<file path="config.mk">
export PLATFORM = sky130hd
export DESIGN_NAME = mem_lsu
export DESIGN_NICKNAME = d
export VERILOG_FILES = /design/src/rtl/cpu_parameters.sv /design/src/rtl/lsu_lane_align.sv /design/src/rtl/mem_lsu.sv
export SDC_FILE = /design/constraint.sdc
export NUM_CORES = 1
export LEC_CHECK = 0
export BUFFER_PORTS_ARGS = -buffer_cell sky130_fd_sc_hd__buf_2
export CORE_MARGIN = 10
export CORE_UTILIZATION = 48
export DETAILED_ROUTE_END_ITERATION = 10
export GPL_ROUTABILITY_DRIVEN = 0
export MAX_ROUTING_LAYER = met4
export PLACE_DENSITY = 0.73
export SYNTH_ARGS = -nofsm -noshare
export SYNTH_HDL_FRONTEND = slang
export SYNTH_HIERARCHICAL = 1
export SYNTH_SLANG_ARGS = --single-unit
</file>
<file path="constraint.sdc">
create_clock -name clk -period 5.1 [get_ports clk]
set_input_delay 1.53 -clock clk [delete_from_list [all_inputs] [get_ports clk]]
set_output_delay 1.53 -clock clk [all_outputs]
set_load 0.1 [all_outputs]
</file>
<file path="src/rtl/cpu_parameters.sv">
// Shared types and constants for the memory execute stage.
package cpu_parameters;

  localparam int xlen = 32;

  typedef enum logic [1:0] {
    BYTE = 2'd0,
    HALF = 2'd1,
    WORD = 2'd2
  } lsu_size_t;

  typedef enum logic [1:0] {
    LD_MISALIGN = 2'd0,
    ST_MISALIGN = 2'd1,
    LD_FAULT    = 2'd2,
    ST_FAULT    = 2'd3
  } lsu_cause_t;

  typedef enum logic [1:0] {
    IDLE = 2'd0,
    REQ  = 2'd1,
    WAIT = 2'd2,
    RESP = 2'd3
  } lsu_state_t;

  // Reserved size code 3 behaves as a word access.
  function automatic logic is_misaligned(input logic [1:0] size, input logic [1:0] off);
    case (size)
      BYTE:    return 1'b0;
      HALF:    return off[0];
      default: return off != 2'b00;
    endcase
  endfunction

endpackage

</file>
<file path="src/rtl/lsu_lane_align.sv">
// Byte-lane steering: store strobes/data shift, and load extract with sign/zero extension.
module lsu_lane_align
  import cpu_parameters::*;
#(
  parameter  int XLEN     = xlen,
  localparam int NB_LANES = XLEN / 8
) (
  input  logic [1:0]          st_off,
  input  logic [1:0]          st_size,
  input  logic [XLEN-1:0]     st_data,
  output logic [NB_LANES-1:0] strobe,
  output logic [XLEN-1:0]     wdata,
  input  logic [1:0]          ld_off,
  input  logic [1:0]          ld_size,
  input  logic                ld_uns,
  input  logic [XLEN-1:0]     rdata,
  output logic [XLEN-1:0]     ld_data
);

  logic [XLEN-1:0] shifted;

  // NOTE: every signal written in an always_comb gets a value on every path
  // (here first, unconditionally), otherwise synthesis infers a latch.
  always_comb begin
    strobe = '1;
    case (st_size)
      BYTE:    strobe = NB_LANES'(1) << st_off;
      HALF:    strobe = NB_LANES'(3) << st_off;
      default: strobe = '1;
    endcase
    wdata = st_data << {st_off, 3'b000};
  end

  always_comb begin
    shifted = rdata >> {ld_off, 3'b000};
    case (ld_size)
      BYTE:    ld_data = ld_uns ? XLEN'(shifted[7:0])  : XLEN'($signed(shifted[7:0]));
      HALF:    ld_data = ld_uns ? XLEN'(shifted[15:0]) : XLEN'($signed(shifted[15:0]));
      default: ld_data = ld_uns ? XLEN'(shifted[31:0]) : XLEN'($signed(shifted[31:0]));
    endcase
  end

endmodule

</file>
<file path="src/rtl/mem_lsu.sv">
// Load/store unit: single-outstanding IDLE/REQ/WAIT/RESP sequencer toward data memory.
// Optional response watchdog enabled by defining MEM_LSU_TIMEOUT_EN.
module mem_lsu
  import cpu_parameters::*;
#(
  parameter  int XLEN           = xlen,
  parameter  int TIMEOUT_CYCLES = 64,
  localparam int NB_LANES       = XLEN / 8
) (
  input  logic                clk,
  input  logic                rst_n,
  input  logic                in_v,
  output logic                in_ready,
  input  logic                is_store,
  input  logic [1:0]          size,
  input  logic                uns,
  input  logic [XLEN-1:0]     rs1,
  input  logic [XLEN-1:0]     rs2,
  input  logic [XLEN-1:0]     imm,
  input  logic [4:0]          rd_i,
  output logic                mem_req_v,
  input  logic                mem_req_ready,
  output logic                mem_we,
  output logic [XLEN-1:0]     mem_adr,
  output logic [XLEN-1:0]     mem_wdata,
  output logic [NB_LANES-1:0] mem_strobe,
  input  logic                mem_rsp_v,
  input  logic [XLEN-1:0]     mem_rdata,
  input  logic                mem_rsp_err,
  output logic                wb_v,
  input  logic                wb_ready,
  output logic [XLEN-1:0]     wb_result,
  output logic [4:0]          wb_rd,
  output logic                wb_exc,
  output logic [1:0]          wb_cause
);

  if (XLEN % 8 != 0 || XLEN < 32) begin : g_bad_xlen
    $error("mem_lsu: XLEN must be a multiple of 8 and at least 32");
  end
  if (TIMEOUT_CYCLES < 1) begin : g_bad_timeout
    $error("mem_lsu: TIMEOUT_CYCLES must be positive");
  end

  lsu_state_t state_q, state_d;

  logic [XLEN-1:0]     ea;
  logic                misaligned, timeout, resp_done, fault;
  logic [NB_LANES-1:0] strobe_d;
  logic [XLEN-1:0]     wdata_d, ld_data;

  logic [1:0] size_q, off_q;
  logic       uns_q;
  logic [4:0] rd_q;
  lsu_cause_t cause_q;

  assign ea         = rs1 + imm;
  assign misaligned = is_misaligned(size, ea[1:0]);
  assign resp_done  = (state_q == WAIT) && (mem_rsp_v || timeout);
  // A response arriving alongside the watchdog expiry still wins.
  assign fault      = mem_rsp_v ? mem_rsp_err : 1'b1;

  lsu_lane_align #(.XLEN(XLEN)) u_align (
    .st_off  (ea[1:0]),
    .st_size (size),
    .st_data (rs2),
    .strobe  (strobe_d),
    .wdata   (wdata_d),
    .ld_off  (off_q),
    .ld_size (size_q),
    .ld_uns  (uns_q),
    .rdata   (mem_rdata),
    .ld_data (ld_data)
  );

  // NOTE: sequential state is assigned with non-blocking (<=) so every flop
  // samples pre-edge values regardless of statement order.
  always_ff @(posedge clk or negedge rst_n) begin
    if (!rst_n) state_q <= IDLE;
    else        state_q <= state_d;
  end

  always_comb begin
    state_d = state_q;
    case (state_q)
      IDLE:    if (in_v)          state_d = misaligned ? RESP : REQ;
      REQ:     if (mem_req_ready) state_d = WAIT;
      WAIT:    if (resp_done)     state_d = RESP;
      RESP:    if (wb_ready)      state_d = IDLE;
      default:                    state_d = IDLE;
    endcase
  end

  // NOTE: payload registers are reset too, since their values are visible on
  // output ports that must read zero out of reset.
  always_ff @(posedge clk or negedge rst_n) begin
    if (!rst_n) begin
      mem_we     <= 1'b0;
      mem_adr    <= '0;
      mem_wdata  <= '0;
      mem_strobe <= '0;
      size_q     <= 2'b00;
      off_q      <= 2'b00;
      uns_q      <= 1'b0;
      rd_q       <= 5'd0;
    end else if (state_q == IDLE && in_v) begin
      mem_we     <= is_store;
      mem_adr    <= {ea[XLEN-1:2], 2'b00};
      mem_wdata  <= wdata_d;
      mem_strobe <= strobe_d;
      size_q     <= size;
      off_q      <= ea[1:0];
      uns_q      <= uns;
      rd_q       <= rd_i;
    end
  end

  always_ff @(posedge clk or negedge rst_n) begin
    if (!rst_n) begin
      wb_exc    <= 1'b0;
      cause_q   <= LD_MISALIGN;
      wb_result <= '0;
      wb_rd     <= 5'd0;
    end else if (state_q == IDLE && in_v && misaligned) begin
      wb_exc    <= 1'b1;
      cause_q   <= is_store ? ST_MISALIGN : LD_MISALIGN;
      wb_result <= '0;
      wb_rd     <= 5'd0;
    end else if (resp_done) begin
      wb_exc    <= fault;
      cause_q   <= !fault ? LD_MISALIGN : (mem_we ? ST_FAULT : LD_FAULT);
      wb_result <= (fault || mem_we) ? '0 : ld_data;
      wb_rd     <= (fault || mem_we) ? 5'd0 : rd_q;
    end
  end

`ifdef MEM_LSU_TIMEOUT_EN
  localparam int TMO_W = $clog2(TIMEOUT_CYCLES + 1);
  logic [TMO_W-1:0] tmo_cnt_q;

  assign timeout = (state_q == WAIT) && !mem_rsp_v && (tmo_cnt_q == TMO_W'(TIMEOUT_CYCLES - 1));

  always_ff @(posedge clk or negedge rst_n) begin
    if (!rst_n)                                            tmo_cnt_q <= '0;
    else if (state_q == WAIT && !mem_rsp_v && !timeout)    tmo_cnt_q <= tmo_cnt_q + 1'b1;
    else                                                   tmo_cnt_q <= '0;
  end
`else
  assign timeout = 1'b0;
`endif

  assign in_ready  = (state_q == IDLE);
  assign mem_req_v = (state_q == REQ);
  assign wb_v      = (state_q == RESP);
  assign wb_cause  = cause_q;

endmodule

</file>
==> key figures <==
Setup path
  • CP Data Arrival Time: 3960 ps
  • Kind of critical path: in2reg
  • Worst path slowest cell: a2111oi_1
  • Reg2reg setup slack: 2260 ps
  • Worst Path Max Fanout: 3
  • CP cell instances: buf_2 -> ha_1 -> fa_1 -> a21o_1 -> a21oi_1 -> o21a_1 -> o211ai_1 -> and2_1 -> a2111oi_1 -> or4_1 -> a31oi_1
  • Crit path largest cell delay: 470 ps
  • Setup crit end kind: flip-flop
  • Startpoint Class: input port
  • CP required: 5360 ps

Yosys
  • Top FF cell, synth: dfrtp_1
  • Cell area after synthesis: approximately 7400 um2
  • Yosys reg bits: 119
  • Average cell area after synthesis: 8.69 um2
  • Simple-Gate Fraction of Synth Area: 19.4%
  • Synth cell types: between 60 and 70
  • Post-Synthesis Cells: around 860
  • Synth warn: 6
  • Adder-Cell Fraction of Synth Area: 6.16%
  • EDFF count, synth: 0
  • Largest family of logic cells by synthesized area: compound AO/OA/AOI/OAI gates
  • Compound-Gate Fraction of Synth Area: between 20% and 30%
  • Fraction of registers with async set/reset: between 90% and 100%
  • Xor and xnor area share after synthesis: under 10%
  • Seq/Total Area, Yosys: 40.0%
  • Mux contribution to synthesized area: 5.01%

Finish
  • NumNets Final: between 1000 and 1500
  • Commonest non-fill, non-tap cell in the layout: buf_2
  • P&R area growth vs syn: 25.2%
  • Util after Layout: 61.3%
  • Layout cells sized above 1: 28.2%
  • Commonest cells after routing, fill and taps aside: buf_2 (252), nand2_1 (215), dfrtp_1 (119)

Run status
  • Status: complete, no violations

Floorplan
  • Die W: 144 um
  • I/O pin count: 256
  • Core area: between 15000 and 20000 um2
  • Die outline area: 20900 um2
  • Die extent in y: 144 um
  • Starting density of the core: 48.9%
  • FP Rows: 45

Detailed routing
  • Residual DRC count: 0
  • Via Count: 7154
  • Pre-antenna DRT Iters: 5
  • Routed WL: 23.5 mm
  • Per-cell routed wire length: 18.2 um
  • Vias per cell: 5.54
  • Iteration-0 DRC Markers: 534
  • Final ANT Viol Nets: 0

CTS
  • Num CTS Buffers: 17
  • Worst-path clk slew: ~50 ps
  • Post-cts gate resize count: 0
  • CTS tree: done
  • CTS sink cnt: ~120
  • H-Tree Depth: 4
  • Post-CTS setup repair buffer count: 0
  • Skew-Pair Late Insertion Delay: between 400 and 500 ps
  • Root buf cell: clkbuf_16
  • Hold-fix buffers at CTS: 0
  • Bufs on Longest Clock Path: 2

Flow run
  • Max_cap viols: 0

Place
  • Detailed Place HPWL: 18.0 mm
  • I/O Buffers: 253

STA
  • Highest clock rate: 271 MHz
  • Worst slew pin tran: 942 ps
  • Final Hold Fails: 0
  • Min Tclk post-route: about 3700 ps
  • RSZ-0062 raised after global routing: no
  • Post-route setup TNS: 0 ps
  • Period Utilization, post-route: a little over 70%
  • Slew Limit Fails: 0
  • Clk_skew: 5.67 ps
  • Final setup vio count: 0
  • Worst slew margin: 37.2%

Hold path
  • Hold Crit Class: reg2reg

GRT
  • Initial antenna violation count: 2
  • Vias in the first global route: 6987
  • Total GRT Usage: 23.0%
  • Largest net degree at the start of global routing: roughly 80
  • Grt ovf: 0
  • First-pass GRT wire length: between 30 and 40 mm
## through the flow
stage | instance area, um2 | hold WS (ps) | cells | setup slack (ps)
6_report | 9320 | 471 | 1292 | 1410
5_1_grt | 9310 | 490 | 1291 | 1240
4_1_cts | 9310 | 472 | 1289 | 1430
3_5_place_dp | 8790 | 459 | 1258 | 1000
3_3_place_gp | 8790 | 452 | 1258 | 1060
2_1_floorplan | 7440 | 440 | 857 | 1330
## cell usage after synthesis, types with 6 or more instances
library cell | instances | area, um2
nand2_1 | 216 | 811
inv_1 | 10 | 37.5
o21bai_1 | 6 | 45.0
xor2_1 | 9 | 78.8
and2_1 | 10 | 62.6
ha_1 | 35 | 438
a22o_1 | 37 | 324
o21ai_0 | 61 | 305
clkbuf_1 | 27 | 101
xnor2_1 | 13 | 114
dfrtp_1 | 119 | 2980
nor2b_1 | 20 | 125
mux2i_1 | 35 | 350
a21o_1 | 19 | 143
buf_2 | 10 | 50.1
a211oi_1 | 25 | 188
a31oi_1 | 6 | 37.5
nor2_1 | 55 | 206
a21oi_1 | 49 | 245
## critical path, delay by kind of cell
family | cells | cell delay (ps)
AOI/OAI and AO/OA | 6 | 1300
buffers and inverters | 1 | 110
adders and majority gates | 2 | 630
and+or+nand+nor | 2 | 390
## final timing paths
kind,depth (start not counted),end,startpoint
max,11,mem_adr[28],rs1[0]
min,2,mem_wdata[18],mem_wdata[18]
max reg2reg,6,wb_result[16],off_q[0]
min reg2reg,2,mem_wdata[18],mem_wdata[18]
max in group asynchronous,2,mem_adr[27],rst_n
min in group asynchronous,1,mem_wdata[28],rst_n
## per-layer routing
metal	wire length (um)	global-route usage, %	vias up
met5	0	-	-
met4	603	8.24	0
met3	2060	6.30	45
met2	11100	35.6	308
met1	9730	28.3	3316
li1	-	-	3485
## sequential cells by signal (all words and copies together), names as in the netlist
| register | flops |
|---|---|
| off_q | 2 |
| rd_q | 5 |
| size_q | 2 |
| state_q | 2 |
| mem_adr | 30 |
| mem_strobe | 4 |
| mem_wdata | 32 |
| wb_exc | 1 |
| wb_cause | 2 |
| mem_we | 1 |
| wb_rd | 5 |
| uns_q | 1 |
| wb_result | 32 |
## logic make-up after synthesis
| logic type | Yosys count |
|---|---|
| buffers and inverters | 59 |
| and+or+nand+nor | 336 |
| DFF | 119 |
| xor gates and xnor gates | 22 |
| AOI/OAI and AO/OA | 247 |
| muxes | 36 |
| other | 1 |
| adders and majority gates | 36 |
## final cells by class
type                    instances  area, um2
flip-flops and latches        119       2980
diodes                          3       7.51
inverters                      11       41.3
multi-input cells             679       4190
fillers                      1350       5890
repair buffers                261       1340
clock buffers                  22        464
well taps                     188        235
clock inverters                 9       53.8
Power is left out: the tool's default activity adds up to more than one toggle a clock period on the data nets, which glitch-free logic cannot reach.
